### src/rtl/sysmon_sweep_reader.sv
// Round-robin DRP reader for the SystemMonitor: averages temperature, VCCINT and
// VCCAUX codes over 2**AVG_LOG2 samples each and raises a hysteretic over-temp alarm.
module sysmon_sweep_reader #(
  parameter int         AVG_LOG2 = 3,
  parameter logic [6:0] ADDR_T   = 7'h00,
  parameter logic [6:0] ADDR_VI  = 7'h01,
  parameter logic [6:0] ADDR_VA  = 7'h02,
  parameter int         SETTLE   = 4,
  parameter int         TIMEOUT  = 1023,
  parameter logic [9:0] ALARM_HI = 10'd800,
  parameter logic [9:0] ALARM_LO = 10'd760
) (
  input  logic        i_clk,
  input  logic        i_rst,
  input  logic        i_enable,
  output logic [6:0]  o_daddr,
  input  logic        i_drdy,
  input  logic [15:0] i_do_data,
  output logic [9:0]  o_temp_avg,
  output logic [9:0]  o_vint_avg,
  output logic [9:0]  o_vaux_avg,
  output logic        o_avg_valid,
  output logic        o_busy,
  output logic        o_alarm,
  output logic        o_timeout_err,
  output logic [2:0]  o_state
);

  localparam logic [2:0] S_IDLE    = 3'd0;
  localparam logic [2:0] S_SET     = 3'd1;
  localparam logic [2:0] S_SETTLE  = 3'd2;
  localparam logic [2:0] S_DISCARD = 3'd3;
  localparam logic [2:0] S_CAPTURE = 3'd4;
  localparam logic [2:0] S_NEXT    = 3'd5;

  localparam int AW = 10 + AVG_LOG2;
  localparam int CW = AVG_LOG2 + 1;
  localparam int SW = $clog2(SETTLE + 1);
  localparam int TW = $clog2(TIMEOUT + 1);
  localparam logic [CW-1:0] LAST_SAMPLE = CW'((1 << AVG_LOG2) - 1);
  localparam logic [SW-1:0] SETTLE_LAST = SW'(SETTLE - 1);
  localparam logic [TW-1:0] WAIT_LAST   = TW'(TIMEOUT - 1);

  logic [2:0]    r_state;
  logic [1:0]    r_ch;
  logic [AW-1:0] r_acc_t, r_acc_vi, r_acc_va;
  logic [CW-1:0] r_sample_cnt;
  logic [SW-1:0] r_settle_cnt;
  logic [TW-1:0] r_wait_cnt;

  logic [9:0] w_code;
  logic [9:0] w_temp_new;
  logic [6:0] w_addr;
  logic       w_timed_out;
  logic       w_unused;

  assign w_code      = i_do_data[15:6];
  assign w_unused    = ^i_do_data[5:0];
  assign w_temp_new  = r_acc_t[AVG_LOG2 +: 10];
  assign w_timed_out = !i_drdy && (r_wait_cnt == WAIT_LAST);
  assign o_state     = r_state;

  always_comb begin
    w_addr = ADDR_T;
    case (r_ch)
      2'd1:    w_addr = ADDR_VI;
      2'd2:    w_addr = ADDR_VA;
      default: w_addr = ADDR_T;
    endcase
  end

  always_ff @(posedge i_clk) begin
    if (i_rst) begin
      r_state       <= S_IDLE;
      r_ch          <= 2'd0;
      r_acc_t       <= '0;
      r_acc_vi      <= '0;
      r_acc_va      <= '0;
      r_sample_cnt  <= '0;
      r_settle_cnt  <= '0;
      r_wait_cnt    <= '0;
      o_daddr       <= ADDR_T;
      o_temp_avg    <= '0;
      o_vint_avg    <= '0;
      o_vaux_avg    <= '0;
      o_avg_valid   <= 1'b0;
      o_busy        <= 1'b0;
      o_alarm       <= 1'b0;
      o_timeout_err <= 1'b0;
    end else begin
      o_avg_valid <= 1'b0;
      case (r_state)
        S_IDLE: begin
          if (i_enable) begin
            r_ch    <= 2'd0;
            o_busy  <= 1'b1;
            r_state <= S_SET;
          end
        end
        S_SET: begin
          o_daddr      <= w_addr;
          r_settle_cnt <= '0;
          r_state      <= S_SETTLE;
        end
        S_SETTLE: begin
          if (r_settle_cnt == SETTLE_LAST) begin
            r_wait_cnt <= '0;
            r_state    <= S_DISCARD;
          end else begin
            r_settle_cnt <= r_settle_cnt + 1'b1;
          end
        end
        S_DISCARD, S_CAPTURE: begin
          if (w_timed_out) begin
            // Retry the same channel; samples already accumulated are kept.
            o_timeout_err <= 1'b1;
            r_state       <= S_SET;
          end else if (!i_drdy) begin
            r_wait_cnt <= r_wait_cnt + 1'b1;
          end else begin
            r_wait_cnt <= '0;
            if (r_state == S_DISCARD) begin
              r_state <= S_CAPTURE;
            end else begin
              case (r_ch)
                2'd1:    r_acc_vi <= r_acc_vi + AW'(w_code);
                2'd2:    r_acc_va <= r_acc_va + AW'(w_code);
                default: r_acc_t  <= r_acc_t + AW'(w_code);
              endcase
              if (r_sample_cnt == LAST_SAMPLE) begin
                r_sample_cnt <= '0;
                r_state      <= S_NEXT;
              end else begin
                r_sample_cnt <= r_sample_cnt + 1'b1;
              end
            end
          end
        end
        S_NEXT: begin
          if (r_ch == 2'd2) begin
            o_temp_avg   <= w_temp_new;
            o_vint_avg   <= r_acc_vi[AVG_LOG2 +: 10];
            o_vaux_avg   <= r_acc_va[AVG_LOG2 +: 10];
            o_avg_valid  <= 1'b1;
            if (w_temp_new >= ALARM_HI) begin
              o_alarm <= 1'b1;
            end else if (w_temp_new <= ALARM_LO) begin
              o_alarm <= 1'b0;
            end
            r_acc_t      <= '0;
            r_acc_vi     <= '0;
            r_acc_va     <= '0;
            r_sample_cnt <= '0;
            r_ch         <= 2'd0;
            if (i_enable) begin
              r_state <= S_SET;
            end else begin
              o_busy  <= 1'b0;
              r_state <= S_IDLE;
            end
          end else begin
            r_ch    <= r_ch + 1'b1;
            r_state <= S_SET;
          end
        end
        default: r_state <= S_IDLE;
      endcase
    end
  end

endmodule

### config.mk
export PLATFORM = sky130hd
export DESIGN_NAME = sysmon_sweep_reader
export DESIGN_NICKNAME = d
export VERILOG_FILES = /design/src/rtl/sysmon_sweep_reader.sv
export SDC_FILE = /design/constraint.sdc
export NUM_CORES = 1
export LEC_CHECK = 0
export ABC_AREA = 1
export ABC_CLOCK_PERIOD_IN_PS = 2650
export CAP_MARGIN = 10
export CELL_PAD_IN_SITES_DETAIL_PLACEMENT = 1
export CELL_PAD_IN_SITES_GLOBAL_PLACEMENT = 1
export CORE_MARGIN = 1.5
export CORE_UTILIZATION = 40
export CTS_CLUSTER_DIAMETER = 80
export DETAILED_ROUTE_END_ITERATION = 10
export HOLD_SLACK_MARGIN = 0.02
export PLACE_DENSITY_LB_ADDON = 0.1
export RECOVER_POWER = 100
export REMOVE_ABC_BUFFERS = 1
export SLEW_MARGIN = 5
export SYNTH_ARGS = -nofsm -noshare
export SYNTH_HDL_FRONTEND = slang
export SYNTH_SLANG_ARGS = --single-unit
### constraint.sdc
create_clock -name i_clk -period 2.65 [get_ports i_clk]
set_clock_uncertainty 0.2 [all_clocks]
set_input_delay 0.3975 -clock i_clk [delete_from_list [all_inputs] [get_ports i_clk]]
set_output_delay 0.3975 -clock i_clk [all_outputs]
set_load 0.05 [all_outputs]
==> report_table.html <==
<table>
<tr><th>Metric</th><th>Value</th></tr>
<tr><th colspan="2">GRT</th></tr>
<tr><td>Pin count of the biggest net entering global routing</td><td>70</td></tr>
<tr><td>Global router's overall resource usage</td><td>24.6%</td></tr>
<tr><td>Total global routing overflow</td><td>0</td></tr>
<tr><td>Initial antenna violation count</td><td>0</td></tr>
<tr><td>Wire length of the first global-routing pass</td><td>28.9 mm</td></tr>
<tr><td>Via count of the first global-routing pass</td><td>6014</td></tr>
<tr><th colspan="2">Setup path</th></tr>
<tr><td>Worst setup path endpoint</td><td>r_acc_vi[10]</td></tr>
<tr><td>Most used cell, CP</td><td>sky130_fd_sc_hd__nand2_1</td></tr>
<tr><td>Critical-path cell list</td><td>clkdlybuf4s50_1 -&gt; ha_1 -&gt; inv_1 -&gt; fa_1 -&gt; nand3b_1 -&gt; nand2_2 -&gt; nand3_1 -&gt; nand2_1 -&gt; nand2_1 -&gt; nand2_1 -&gt; nand3_1 -&gt; nand2_1 -&gt; nor2_1</td></tr>
<tr><td>Family with the most delay on the worst path</td><td>simple AND/OR/NAND/NOR gates</td></tr>
<tr><td>Path depth of the worst reg2reg path</td><td>8</td></tr>
<tr><td>Endpoint type of the worst setup path</td><td>flip-flop</td></tr>
<tr><td>Worst-case register-to-register setup slack</td><td>0.26 ns</td></tr>
<tr><td>Critical setup path kind</td><td>in -&gt; reg</td></tr>
<tr><td>Reg-to-reg endpoint</td><td>r_acc_t[9]</td></tr>
<tr><td>Combined buffer and inverter count along the critical path</td><td>2</td></tr>
<tr><td>Worst R2R Start</td><td>o_state[1]</td></tr>
<tr><td>Critical Path Start</td><td>i_do_data[6]</td></tr>
<tr><td>Library cell contributing the largest single delay on the critical path</td><td>sky130_fd_sc_hd__clkdlybuf4s50_1</td></tr>
<tr><td>Worst Path Max Fanout</td><td>4</td></tr>
<tr><td>Critical Path AT</td><td>2.51 ns</td></tr>
<tr><td>Delay of the slowest critical-path stage</td><td>0.56 ns</td></tr>
<tr><td>Required time reported for the critical path endpoint</td><td>2.71 ns</td></tr>
<tr><td>Count of cell instances traversed by the critical path</td><td>13</td></tr>
<tr><td>CP startpoint kind</td><td>input port</td></tr>
<tr><th colspan="2">Synthesis</th></tr>
<tr><td>Most frequently used flop master after synthesis</td><td>sky130_fd_sc_hd__dfxtp_1</td></tr>
<tr><td>Count of state elements after synthesis</td><td>97</td></tr>
<tr><td>Number of enable-type register cells in the synthesized netlist</td><td>0</td></tr>
<tr><td>Cells after Synth</td><td>867</td></tr>
<tr><td>Yosys top cell area share</td><td>33.8%</td></tr>
<tr><td>Post-synthesis share of cell area spent on xor and xnor gates</td><td>2.29%</td></tr>
<tr><td>Syn_area_per_cell</td><td>6.63 um^2</td></tr>
<tr><td>Area fraction in compound gates after synthesis</td><td>13.0%</td></tr>
<tr><td>Cell type with the largest total area after synthesis</td><td>sky130_fd_sc_hd__dfxtp_1</td></tr>
<tr><td>Portion of netlist area occupied by mux cells</td><td>0%</td></tr>
<tr><td>Number of distinct library cells after synthesis</td><td>34</td></tr>
<tr><td>Synth async-reset ratio</td><td>0%</td></tr>
<tr><td>Synth Warn #</td><td>0</td></tr>
<tr><td>Largest cells by area after synthesis</td><td>sky130_fd_sc_hd__dfxtp_1, sky130_fd_sc_hd__nand2_1, sky130_fd_sc_hd__a21oi_1</td></tr>
<tr><td>Fraction of the mapped netlist area in adder cells</td><td>9.76%</td></tr>
<tr><td>Cell area after technology mapping</td><td>0.00574 mm^2</td></tr>
<tr><td>Synthesized-area fraction occupied by and/or/nand/nor cells</td><td>33.8%</td></tr>
<tr><td>Combinational family with the most area after synthesis</td><td>simple AND/OR/NAND/NOR gates</td></tr>
<tr><td>Share of the yosys chip area belonging to registers</td><td>33.8%</td></tr>
<tr><th colspan="2">Routing</th></tr>
<tr><td>Total via count after detailed routing</td><td>5821</td></tr>
<tr><td>Count of TritonRoute iterations in the first routing pass</td><td>4</td></tr>
<tr><td>Antenna viol nets, final</td><td>0</td></tr>
<tr><td>Wire length per cell</td><td>15.4 um</td></tr>
<tr><td>DRC</td><td>0</td></tr>
<tr><td>Drt total wl</td><td>17.2 mm</td></tr>
<tr><td>Detailed Route Iter0 Violations</td><td>242</td></tr>
<tr><td>DR vias/cell</td><td>5.20</td></tr>
<tr><th colspan="2">Floorplanning</th></tr>
<tr><td>Area of the placeable core</td><td>0.0139 mm^2</td></tr>
<tr><td>Height of the die</td><td>123 um</td></tr>
<tr><td>Die Outline Area</td><td>0.0151 mm^2</td></tr>
<tr><td>Initial Utilization</td><td>41.2%</td></tr>
<tr><td>Num rows</td><td>43</td></tr>
<tr><td>Die Span X</td><td>123 um</td></tr>
<tr><td>Top-level port count</td><td>64</td></tr>
<tr><th colspan="2">Clock tree</th></tr>
<tr><td>Number of buffers added by the clock tree synthesis step</td><td>9</td></tr>
<tr><td>Number of buffers on the longest clock path</td><td>2</td></tr>
<tr><td>Clock tree from TritonCTS</td><td>done</td></tr>
<tr><td>Htree depth</td><td>3</td></tr>
<tr><td>Clock transition at the registers of the reported paths</td><td>0.08 ns</td></tr>
<tr><td>CTS sink cnt</td><td>97</td></tr>
<tr><td>Clock insertion delay at the later pin of the skew report</td><td>0.36 ns</td></tr>
<tr><td>Root Driver</td><td>sky130_fd_sc_hd__clkbuf_16</td></tr>
<tr><th colspan="2">Pwr</th></tr>
<tr><td>Leakage power summed over all cells</td><td>3.06 nW</td></tr>
<tr><td>Total power consumption of the routed design</td><td>4.68 mW</td></tr>
<tr><td>VDD IR max</td><td>346 uV</td></tr>
<tr><td>Power Density</td><td>686 mW/mm^2</td></tr>
<tr><th colspan="2">Layout</th></tr>
<tr><td>Final core utilization</td><td>48.9%</td></tr>
<tr><td>Fin nets</td><td>997</td></tr>
<tr><td>Post-route cell area</td><td>0.00682 mm^2</td></tr>
<tr><td>Synthesis-to-layout area growth</td><td>18.7%</td></tr>
<tr><td>Fraction of layout instances using a drive strength above 1</td><td>5.64%</td></tr>
<tr><td>Inserted Diodes</td><td>0</td></tr>
<tr><td>Most common cell after layout, fill and taps aside</td><td>sky130_fd_sc_hd__nand2_1</td></tr>
<tr><td>Fillers</td><td>1852</td></tr>
<tr><td>Top library cells by usage in the layout, fill and taps aside</td><td>sky130_fd_sc_hd__nand2_1, sky130_fd_sc_hd__a21oi_1, sky130_fd_sc_hd__dfxtp_1</td></tr>
<tr><th colspan="2">Timing</th></tr>
<tr><td>Worst hold slack after final layout</td><td>0.257 ns</td></tr>
<tr><td>Post-route minimum period</td><td>2.46 ns</td></tr>
<tr><td>Relative max-transition margin</td><td>46.9%</td></tr>
<tr><td>Final critical-path share of the clock period</td><td>92.7%</td></tr>
<tr><td>Setup violations, final</td><td>0</td></tr>
<tr><td>Worst slew pin tran</td><td>0.797 ns</td></tr>
<tr><td>Fin. max-slew vios</td><td>0</td></tr>
<tr><td>RSZ-0062 raised after global routing</td><td>no</td></tr>
<tr><td>Sum Neg Setup Slack</td><td>0 ns</td></tr>
<tr><td>Final Hold Violating Endpoints</td><td>0</td></tr>
<tr><td>Maximum clock frequency</td><td>0.407 GHz</td></tr>
<tr><th colspan="2">Hold path</th></tr>
<tr><td>Depth of the worst hold-timing path</td><td>2</td></tr>
<tr><td>Path class of the lowest-slack min-delay path</td><td>reg -&gt; reg</td></tr>
<tr><th colspan="2">Place</th></tr>
<tr><td>Placed cell areas</td><td>0.00657 mm^2</td></tr>
<tr><td>Number of I/O port buffers</td><td>52</td></tr>
<tr><td>HPWL Detailed</td><td>13.2 mm</td></tr>
<tr><td>RePlAce Congestion</td><td>0.865</td></tr>
<tr><th colspan="2">Outcome</th></tr>
<tr><td>Run status</td><td>finished, final reports clean</td></tr>
<tr><th colspan="2">Job</th></tr>
<tr><td>Reported max-cap violation count</td><td>0</td></tr>
</table>
sequential cells by signal (all words and copies together), names as in the netlist, 2 cells and up:
| register | count |
|---|---|
| o_vaux_avg | 10 |
| r_acc_vi | 13 |
| r_acc_t | 13 |
| o_state | 3 |
| o_daddr | 2 |
| r_ch | 2 |
| r_settle_cnt | 3 |
| o_temp_avg | 10 |
| r_wait_cnt | 10 |
| r_sample_cnt | 4 |
| r_acc_va | 13 |
| o_vint_avg | 10 |
tightest hold or removal path, cell delays in order (launching register included):
cell and delay, ns:
sky130_fd_sc_hd__dfxtp_1 0.31, sky130_fd_sc_hd__inv_1 0.05, sky130_fd_sc_hd__a21oi_1 0.05
per-layer routing:
metal	track usage (%)	vias to the layer above	part of all wire, %
li1	-	2929	-
met1	28.6	2793	44
met2	45.6	71	52
met3	2.74	28	2.1
met4	9.67	0	2.5
met5	0	-	0
final cells by class:
| type | count | area [um^2] | share of cell area, % |
|---|---|---|---|
| multi-input cells | 669 | 3380 | 49.5 |
| well taps | 180 | 225 | 3.30 |
| inverters | 83 | 312 | 4.57 |
| repair buffers | 74 | 684 | 10.0 |
| flip-flops and latches | 97 | 1940 | 28.5 |
| clock buffers | 9 | 225 | 3.30 |
| clock inverters | 7 | 53.8 | 0.789 |
repair_timing:
item	CTS	global route
setup buffers	0	0
setup endpoints to repair	0	1
gates resized for setup	0	1
hold buffers	0	0
where the power goes:
group	switching [mW]	internal (mW)	total, mW
sequential	0.139	1.59	1.73
combinational	1.15	0.512	1.66
clock	0.642	0.646	1.29
total	1.93	2.75	4.68
kinds of logic after synthesis:
family                     count (synthesis)
DFF                                       97
adders and majority gates                 43
AOI/OAI and AO/OA                        141
xor gates and xnor gates                  15
buffers and inverters                    105
other                                      1
and+or+nand+nor                          465
stage by stage:
| stage | instances | worst slack [ns] |
|---|---|---|
| global route | 1119 | 0.0202 |
| global placement | 1103 | -0.110 |
| finish | 1119 | 0.195 |
| detailed placement | 1103 | -0.221 |
| floorplan | 849 | -0.481 |
| CTS | 1119 | 0.162 |
worst min path at each step:
stage	startpoint	endpoint	slack [ns]
after floorplan	r_wait_cnt[7]	r_wait_cnt[7]	0.24
after global placement	o_daddr[1]	o_daddr[1]	0.24
after detailed placement	o_daddr[1]	o_daddr[1]	0.25
after CTS	o_daddr[1]	o_daddr[1]	0.26
after global routing	o_daddr[0]	o_daddr[0]	0.27
final	o_daddr[0]	o_daddr[0]	0.26
synthesized netlist by cell type, types with 4 or more instances:
cell type,n
sky130_fd_sc_hd__xor2_1,10
sky130_fd_sc_hd__o21bai_1,5
sky130_fd_sc_hd__nand2_1,277
sky130_fd_sc_hd__buf_4,5
sky130_fd_sc_hd__dfxtp_1,97
sky130_fd_sc_hd__nor2_2,4
sky130_fd_sc_hd__clkbuf_1,9
sky130_fd_sc_hd__nand3b_1,7
sky130_fd_sc_hd__ha_1,40
sky130_fd_sc_hd__buf_2,8
sky130_fd_sc_hd__inv_1,78
sky130_fd_sc_hd__nand3_1,64
sky130_fd_sc_hd__nand2_2,4
sky130_fd_sc_hd__o21ai_0,22
sky130_fd_sc_hd__xnor2_1,5
sky130_fd_sc_hd__a21oi_1,103
sky130_fd_sc_hd__nand4_1,8
sky130_fd_sc_hd__nor2_1,89
sky130_fd_sc_hd__nor3_1,4
No activity file was read; power rests on OpenSTA's default activity.
